`config.mk`:
```
export PLATFORM = sky130hd
export DESIGN_NAME = eth_time_base
export DESIGN_NICKNAME = d
export VERILOG_FILES = /design/src/rtl/eth_time_base_pkg.sv /design/src/rtl/eth_time_base.sv
export SDC_FILE = /design/constraint.sdc
export NUM_CORES = 1
export LEC_CHECK = 0
export ABC_AREA = 1
export BUFFER_PORTS_ARGS = -buffer_cell sky130_fd_sc_hd__buf_2
export CAP_MARGIN = 10
export CORE_MARGIN = 2
export CORE_UTILIZATION = 35
export DETAILED_ROUTE_END_ITERATION = 16
export HOLD_SLACK_MARGIN = 0.02
export PLACE_DENSITY = 0.58
export SYNTH_ARGS = -nofsm -noshare
export SYNTH_HDL_FRONTEND = slang
export SYNTH_SLANG_ARGS = --single-unit
```
`constraint.sdc`:
```
create_clock -name clk -period 5 [get_ports clk]
set_input_delay 1 -clock clk [delete_from_list [all_inputs] [get_ports clk]]
set_output_delay 1 -clock clk [all_outputs]
set_load 0.05 [all_outputs]
```
`src/rtl/eth_time_base_pkg.sv`:
```
// eth_time_base_pkg
// Shared definitions for the eth_time_base register block: register byte
// offsets, CFG/STATUS bit positions and the time-base state encoding.
// Ports: none (package only).
package eth_time_base_pkg;

    // Register byte offsets (word aligned, 32-bit registers)
    localparam logic [31:0] REG_CFG     = 32'h0000_0000;
    localparam logic [31:0] REG_STATUS  = 32'h0000_0004;
    localparam logic [31:0] REG_LIMIT_L = 32'h0000_0008;
    localparam logic [31:0] REG_LIMIT_H = 32'h0000_000C;
    localparam logic [31:0] REG_TIME_L  = 32'h0000_0010;
    localparam logic [31:0] REG_TIME_H  = 32'h0000_0014;

    // CFG bit positions
    localparam int CFG_ENABLE_BIT = 0;
    localparam int CFG_CLEAR_BIT  = 1;

    // STATUS bit positions
    localparam int STATUS_RUNNING_BIT = 0;
    localparam int STATUS_LIMIT_BIT   = 1;

    // Time-base states
    typedef enum logic [1:0] {
        ST_IDLE    = 2'd0,
        ST_RUNNING = 2'd1,
        ST_LIMIT   = 2'd2
    } state_e;

endpackage

```
`src/rtl/eth_time_base.sv`:
```
// eth_time_base
// Free-running 64-bit time base shared by the statistics collectors.
// Software starts/pauses it through CFG.enable, clears it with the
// CFG.clear pulse and can make it stop automatically at a 64-bit LIMIT
// (LIMIT = 0 means unlimited). The 64-bit value can be read tear-free:
// reading TIME_L captures the upper word, which TIME_H then returns.
//
// Parameters:
//   C_STEP        increment per running cycle, legal range 1..255
//   C_ADDR_WIDTH  byte-address width of the register port (>= 5)
//
// Ports:
//   clk           single clock
//   rst           synchronous active-high reset
//   reg_wr_en     single-cycle write strobe
//   reg_rd_en     single-cycle read strobe
//   reg_addr      byte address shared by reads and writes
//   reg_wdata     write data
//   reg_rdata     read data, valid while reg_rvalid is high
//   reg_rvalid    one-cycle pulse, one cycle after reg_rd_en
//   current_time  64-bit time value
//   time_running  high while the time base is counting
module eth_time_base
    import eth_time_base_pkg::*;
#(
    parameter int C_STEP       = 8,
    parameter int C_ADDR_WIDTH = 5
) (
    input  logic                    clk,
    input  logic                    rst,
    input  logic                    reg_wr_en,
    input  logic                    reg_rd_en,
    input  logic [C_ADDR_WIDTH-1:0] reg_addr,
    input  logic [31:0]             reg_wdata,
    output logic [31:0]             reg_rdata,
    output logic                    reg_rvalid,
    output logic [63:0]             current_time,
    output logic                    time_running
);

    localparam logic [63:0] STEP64 = 64'(C_STEP);

    logic        cfg_enable;
    logic        clear_pulse;
    logic [63:0] limit_value;
    logic [63:0] time_count;
    logic [63:0] count_next;
    logic [63:0] count_inc;
    logic [31:0] snapshot;
    logic [31:0] read_mux;
    logic [31:0] word_addr;
    logic        limit_active;
    logic        running_q;
    state_e      state;
    state_e      state_next;

    logic sel_cfg;
    logic sel_status;
    logic sel_limit_l;
    logic sel_limit_h;
    logic sel_time_l;
    logic sel_time_h;

    // The two low address bits are don't-care, so they are masked off
    // before comparing against the register offsets.
    assign word_addr   = 32'(reg_addr) & 32'hFFFF_FFFC;
    assign sel_cfg     = (word_addr == REG_CFG);
    assign sel_status  = (word_addr == REG_STATUS);
    assign sel_limit_l = (word_addr == REG_LIMIT_L);
    assign sel_limit_h = (word_addr == REG_LIMIT_H);
    assign sel_time_l  = (word_addr == REG_TIME_L);
    assign sel_time_h  = (word_addr == REG_TIME_H);

    assign limit_active = (limit_value != 64'd0);
    assign count_inc    = time_count + STEP64;

    // Configuration registers. clear_pulse is a one-cycle echo of a CFG
    // write with the clear bit set; it is never stored as a CFG bit.
    always_ff @(posedge clk) begin
        if (rst) begin
            cfg_enable  <= 1'b0;
            clear_pulse <= 1'b0;
            limit_value <= 64'd0;
        end else begin
            clear_pulse <= reg_wr_en && sel_cfg && reg_wdata[CFG_CLEAR_BIT];
            if (reg_wr_en && sel_cfg) begin
                cfg_enable <= reg_wdata[CFG_ENABLE_BIT];
            end
            if (reg_wr_en && sel_limit_l) begin
                limit_value[31:0] <= reg_wdata;
            end
            if (reg_wr_en && sel_limit_h) begin
                limit_value[63:32] <= reg_wdata;
            end
        end
    end

    // Next-state and next-count logic. A pending clear wins over every
    // other rule. In RUNNING the "already at or past LIMIT" check comes
    // first so a limit lowered below the count stops without a jump; the
    // second check clamps the final step onto LIMIT exactly. The sum
    // wraps modulo 2^64, so a wrapped value never trips the compare.
    always_comb begin
        state_next = state;
        count_next = time_count;
        if (clear_pulse) begin
            count_next = 64'd0;
            state_next = cfg_enable ? ST_RUNNING : ST_IDLE;
        end else begin
            case (state)
                ST_IDLE: begin
                    if (cfg_enable) begin
                        state_next = ST_RUNNING;
                    end
                end
                ST_RUNNING: begin
                    if (!cfg_enable) begin
                        state_next = ST_IDLE;
                    end else if (limit_active && (time_count >= limit_value)) begin
                        state_next = ST_LIMIT;
                    end else if (limit_active && (count_inc >= limit_value)) begin
                        count_next = limit_value;
                        state_next = ST_LIMIT;
                    end else begin
                        count_next = count_inc;
                    end
                end
                ST_LIMIT: begin
                    if (!cfg_enable) begin
                        state_next = ST_IDLE;
                    end else if (!limit_active || (time_count < limit_value)) begin
                        state_next = ST_RUNNING;
                    end
                end
                default: begin
                    state_next = ST_IDLE;
                end
            endcase
        end
    end

    // State, counter and the registered running flag. running_q is loaded
    // from state_next so it always equals (state == ST_RUNNING) without a
    // decode on the output path.
    always_ff @(posedge clk) begin
        if (rst) begin
            state      <= ST_IDLE;
            time_count <= 64'd0;
            running_q  <= 1'b0;
        end else begin
            state      <= state_next;
            time_count <= count_next;
            running_q  <= (state_next == ST_RUNNING);
        end
    end

    // Read multiplexer over the pre-update register values, so a read and
    // write of the same register in one cycle returns the old contents.
    always_comb begin
        read_mux = 32'd0;
        if (sel_cfg) begin
            read_mux[CFG_ENABLE_BIT] = cfg_enable;
        end else if (sel_status) begin
            read_mux[STATUS_RUNNING_BIT] = (state == ST_RUNNING);
            read_mux[STATUS_LIMIT_BIT]   = (state == ST_LIMIT);
        end else if (sel_limit_l) begin
            read_mux = limit_value[31:0];
        end else if (sel_limit_h) begin
            read_mux = limit_value[63:32];
        end else if (sel_time_l) begin
            read_mux = time_count[31:0];
        end else if (sel_time_h) begin
            read_mux = snapshot;
        end
    end

    // Registered read port; a TIME_L read also freezes the matching
    // upper word for the following TIME_H read.
    always_ff @(posedge clk) begin
        if (rst) begin
            reg_rdata  <= 32'd0;
            reg_rvalid <= 1'b0;
            snapshot   <= 32'd0;
        end else begin
            reg_rvalid <= reg_rd_en;
            reg_rdata  <= reg_rd_en ? read_mux : 32'd0;
            if (reg_rd_en && sel_time_l) begin
                snapshot <= time_count[63:32];
            end
        end
    end

    assign current_time = time_count;
    assign time_running = running_q;

endmodule

```
# --- Word-level counts from Yosys, hierarchy flattened ---
# Cells that the tools add are included.
word_totals:
  elab_cells: 59
  mem_bits_ro: 0
  in_bits: 41
  latch_bits: 0
  ramBits: 0
  mem_count: 0
  ff_bits: 198
classes:
  n_eq_ne: 8
  bitwise_logic: 2
  n_addsub: 1
  div_mod_pow: 0
  n_mux: 16
  n_mul: 0
  n_lt_le_gt_ge: 3
  reduce_logical: 17
  n_shift: 0
op_table:
  columns: ["operator", "count"]
  rows:
  - ["$ge 64x64->1", 2]
  - ["$mux 32", 4]
  - ["$add 64x4->64 const B", 1]
  - ["$lt 64x64->1", 1]
  - ["$mux 64", 1]
  - ["$reduce_bool 64->1", 1]
  - ["$logic_not 32->1", 1]
  - ["$mux 2", 8]
  - ["$logic_and 1x1->1", 7]
  - ["$eq 3x2->1 const B", 2]
  - ["$eq 3x3->1 const B", 2]
  - ["$pmux 2 s3", 1]
  - ["$eq 2x1->1 const B", 2]
  - ["$reduce_or 2->1", 2]
  - ["$reduce_or 4->1", 1]
  - ["$eq 3x1->1 const B", 1]
  - ["$reduce_and 3->1", 1]
  - ["$reduce_or 3->1", 1]
  - ["$eq 2x2->1 const B", 1]
  - ["$logic_not 2->1", 1]
  - ["$mux 1", 2]
  - ["$not 1->1", 2]
  - ["$logic_not 1->1", 1]
  - ["$logic_or 1x1->1", 1]

# --- Depth between registers and ports, before layout ---
depth:
  word_depth: 9
  depth_mapped: 30

# --- Least setup slack after synthesis ---
# Ideal clock, no wire load.
synth_timing:
  kind: "register -> register"
  start: "register time_count[3] (netlist: current_time[3])"
  end: "register state[1]"
  path_buffers: 2
  setup_ns: 0.128
  path_stages_with_launch: 27
  path_slack_ns: 1.121
  arrival_ns: 3.751
  period_less_slack_ns: 3.879
  required_time_ns: 4.872
  cell_sequence: "dfxtp_1 ha_1 inv_1 nor2_1 nand2_1 nor4_1 nand4_1 nor2_2 xor2_1 inv_1 ha_1 a21oi_1 o21ai_0 nand2_1 nand2_1 nand2_1 nand2_1 a21oi_1 nand3_1 nand2_1 buf_2 buf_2 nand2_1 nand2_1 o21ai_0 nand2_1 nor2_1"
synth_between:
  elab_chain_len: 8
synth_rtl:
  columns: ["element", "line_no", "text"]
  rows:
  - ["start, declared", "eth_time_base.sv:46", "logic [63:0] time_count;"]
  - ["start signal, assigned", "eth_time_base.sv:152", "time_count <= count_next;"]
  - ["$add 64x4->64", "eth_time_base.sv:75", "assign count_inc = time_count + STEP64;"]
  - ["$ge 64x64->1", "eth_time_base.sv:121", "end else if (limit_active && (count_inc >= limit_value)) begin"]
  - ["$logic_and 1x1->1", "eth_time_base.sv:121", null]
  - ["$mux 2", "eth_time_base.sv:121", null]
  - ["$mux 2", "eth_time_base.sv:119", "end else if (limit_active && (time_count >= limit_value)) begin"]
  - ["$mux 2", "eth_time_base.sv:117", "if (!cfg_enable) begin"]
  - ["$pmux 2 s3 (*)", "eth_time_base.sv:110", "case (state)"]
  - ["$mux 2 (*)", "eth_time_base.sv:106", "if (clear_pulse) begin"]
  - ["end signal, assigned", "eth_time_base.sv:151", "state <= state_next;"]
  - ["end, declared", "eth_time_base.sv:54", "state_e state;"]
# Mark *: on every way between the ends. The rest lies on a longest branch, timed or not.
# A chain may end at the register's enable or synchronous reset.

# --- Worst setup path after layout ---
layout_timing:
  start: "register time_count[36] (netlist: current_time[36])"
  end: "register time_count[40] (netlist: current_time[40])"
layout_between:
  elab_chain_len: 4
layout_rtl:
  columns: ["element", "line_no"]
  rows:
  - ["$add 64x4->64 / $ge 64x64->1 (equally long branches)", "eth_time_base.sv:75, eth_time_base.sv:119"]
  - ["$ge 64x64->1 / $logic_and 1x1->1 (equally long branches)", "eth_time_base.sv:121, eth_time_base.sv:119"]
  - ["$logic_and 1x1->1 / $not 1->1 (equally long branches)", null]
  - ["$mux 64 / $reduce_and 3->1 (equally long branches)", null]
# Parallel ways exist; a longest one is shown, timed or not.

==> impl_metrics.yaml <==
clock_network:
  clk_latency_ps: 460
  numCtsBuffers: 17
  cts_sinks: 198
  h-tree-depth: 4
  cts_tree: "done"
  ctsHoldBuffers: 0
  clockBufferDepth: 2
  clk_pin_slew_worst_paths_ps: 80
  cts-root-buf: "clkbuf_16"
  cts_resized: 0
  post_cts_buffers: 0
power_and_ir_drop:
  p_per_area_mw_per_mm2: 239
  vdd_drop_max_uv: 237
  p_leak_nw: 6.41
die:
  die-area_mm2: 0.0380
  start_util_pct: 35.7
  ioPinCount: 139
  die_x_um: 195
  fp.coreArea_mm2: 0.0357
  row_count: 69
  fp.dieH_um: 195
synth:
  ys_ff_latch: 198
  syn_avg_cell_area_um2: 6.82
  synth_top_area_share_pct: 31.0
  ys_types: 37
  synth_area_leaders: "dfxtp_1 31%, nand2_1 14%, ha_1 12%"
  synth_area_mm2: 0.0128
  yosysWarningCount: 0
  syn_nets: 2040
  ys.flop_type: "dfxtp_1"
  synth.most_common_cell: "nand2_1"
  synth_seq_area_share_pct: 31.0
  synth_edf_count: 0
  ys_async_sr_fraction_pct: 0
  synth_common_cells: "483 x nand2_1, 250 x a21oi_1, 198 x dfxtp_1"
  synth_top_area_cell: "dfxtp_1"
  syn_inst: 1872
grt:
  antenna_found_initial: 0
  gr-total-overflow: 0
  grt_start_max_net_pins: 80
  track_usage_pct: 27.3
  grt_pass1_wl_um: 78100
  grt_pass1_vias: 12500
critical_path:
  cp_data_required_time_ps: 5390
  crit_fanout: 25
  crit_family: "simple AND/OR/NAND/NOR gates"
  slowest_delay_ps: 620
  cp-end-kind: "register"
  path_cells: "nand2_1 > nor3_1 > nand2_1 > nor2_1 > and3_1 > nand2_1 > nand2_1 > nand2_1 > ha_1 > nand2_1 > nor2_1 > nand2_1 > nor2_1 > and3_1 > nand2_1 > nand3_1 > nand2_4 > buf_12 > o21ai_0 > buf_4 > nand2_1 > a21oi_1"
  crit_top_cell: "nand2_1"
  worstPathArrival_ps: 4820
  worst_setup_path_start_kind: "register"
  path_buf_inv: 2
  crit_type: "reg -> reg"
  crit_slowest_cell: "dfxtp_1"
sta:
  tightest_slew_ps: 1150
  finalSetupViolations: 0
  finalCriticalPeriod_ps: 4420
  min_period_over_period_pct: 88.4
  rsz0062_at_grt: "false"
  hold_ws_ps: 459
  clock_skew_ps: 14.0
  relSlewSlack_pct: 23.1
  setup_tns_ps: 0
  hold_viol_final: 0
  max_freq_mhz: 226
  slew_viol_final: 0
run_status:
  outcome: "complete, no violations"
finish:
  final_area_mm2: 0.0149
  final_nets: 2180
  final_cells: 2486
  finish.utilization_pct: 41.7
  drive_gt1_share_pct: 12.8
  antenna_cells: 0
  area_delta_synth_final_pct: 16.6
placed_design:
  finalWeightedCongestion: 0.999
  io_buffers: 136
  dp.cells: 2454
  dpl_cell_area_mm2: 0.0143
  dp_hpwl_um: 41300
detailed_routing:
  viasPerCell: 5.43
  drtAntennaViolNets: 0
  via_count: 13500
  first_iter_violations: 1198
  wl_per_cell_um: 21.1
  drtPass1Iterations: 6
  totalWireLength_um: 52600
  drc: 0
flow_run:
  drv_cap: 0
min_path:
  hp-class: "reg -> reg"
==> area by class of cell <==
cell class	count	area [um2]
Multi-Input combinational cell	1407	7790
Clock inverter	15	210
Tap cell	461	577
Fill cell	3795	20900
Inverter	188	706
Clock buffer	17	425
Sequential cell	198	3970
Timing Repair Buffer	200	1210
==> tightest hold or removal path, delay by kind of cell (launching register included) <==
kind                   cells  cell delay, ps
DFF                        1             300
buffers and inverters      1              60
AOI/OAI and AO/OA          1              50
==> routing by layer <==
layer  share of wire (%)  track usage (%)  vias to the layer above  wire length (um)
met5                   0                0                        -                 0
met4                 3.4             9.81                        0              1810
met3                 6.2             3.28                       80              3250
met2                  45             43.9                      524             23500
met1                  46             37.8                     6316             24000
li1                    -                -                     6571                 -
==> final timing paths <==
kind	from	end	slack (ps)	depth (start not counted)
hold / removal	snapshot[27]	snapshot[27]	460	2
setup / recovery	current_time[36]	current_time[40]	580	22
setup reg to reg	current_time[36]	current_time[40]	580	22
hold reg to reg	snapshot[27]	snapshot[27]	460	2
==> power breakdown <==
group          leakage [nW]  total, W  internal (W)  switching, W
Combinational          4.51  0.000397      0.000112      0.000285
Clock                 0.305   0.00154      0.000812      0.000730
Sequential             1.60   0.00162       0.00160     0.0000160
Total                  6.41   0.00356       0.00253       0.00103
==> flip-flops by register name (all words and copies together) (netlist names) <==
signal        flops
reg_rvalid        1
time_running      1
snapshot         32
state             2
current_time     64
clear_pulse       1
cfg_enable        1
reg_rdata        32
limit_value      64
==> metrics by stage <==
step	setup WS, ps	power (W)
3_3_place_gp	492	0.00204
6_report	579	0.00356
3_5_place_dp	488	0.00205
4_1_cts	441	0.00357
5_1_grt	192	0.00366
2_1_floorplan	1120	0.00189
==> cell families (layout without fill, tap and decap cells) <==
logic type,count (synthesis),in the layout,synth area share [%]
xor+xnor,55,55,3.89
flops,198,198,31.0
simple gates,752,752,24.8
compound gates,473,473,19.8
fa+ha+maj,127,127,12.4
buf+inv,267,420,8.06
==> cells in the final DEF (no fill, tap or decap), types with 2 or more instances in the layout <==
| cell type | netlist | final |
|---|---|---|
| o22ai_1 | 9 | 9 |
| xor2_1 | 44 | 44 |
| a21oi_1 | 250 | 250 |
| ha_1 | 127 | 127 |
| inv_8 | 0 | 4 |
| o221ai_1 | 19 | 19 |
| xor2_2 | 2 | 2 |
| nor3_2 | 2 | 3 |
| clkinvlp_4 | 0 | 2 |
| or2_0 | 2 | 2 |
| a31oi_1 | 19 | 19 |
| a221oi_1 | 4 | 4 |
| inv_6 | 0 | 2 |
| buf_4 | 2 | 60 |
| nand3b_1 | 5 | 5 |
| clkinv_1 | 4 | 3 |
| nand2_2 | 5 | 8 |
| and3_1 | 3 | 3 |
| nor3b_1 | 2 | 2 |
| nand3_1 | 52 | 52 |
| a21o_1 | 2 | 2 |
| nor3_1 | 20 | 19 |
| buf_12 | 0 | 4 |
| dfxtp_1 | 198 | 197 |
| nor2_2 | 2 | 2 |
| clkinv_4 | 0 | 3 |
| o21a_1 | 9 | 9 |
| nand4_1 | 38 | 38 |
| o21ai_0 | 159 | 159 |
| inv_1 | 183 | 182 |
| xnor2_1 | 9 | 9 |
| nand2_1 | 483 | 479 |
| nor4_1 | 18 | 18 |
| nor2_4 | 5 | 5 |
| clkbuf_16 | 0 | 17 |
| bufinv_16 | 0 | 3 |
| nor2_1 | 114 | 114 |
| nand2_4 | 1 | 2 |
| buf_2 | 15 | 136 |
| inv_2 | 1 | 3 |
No activity file was read; power rests on OpenSTA's default activity.
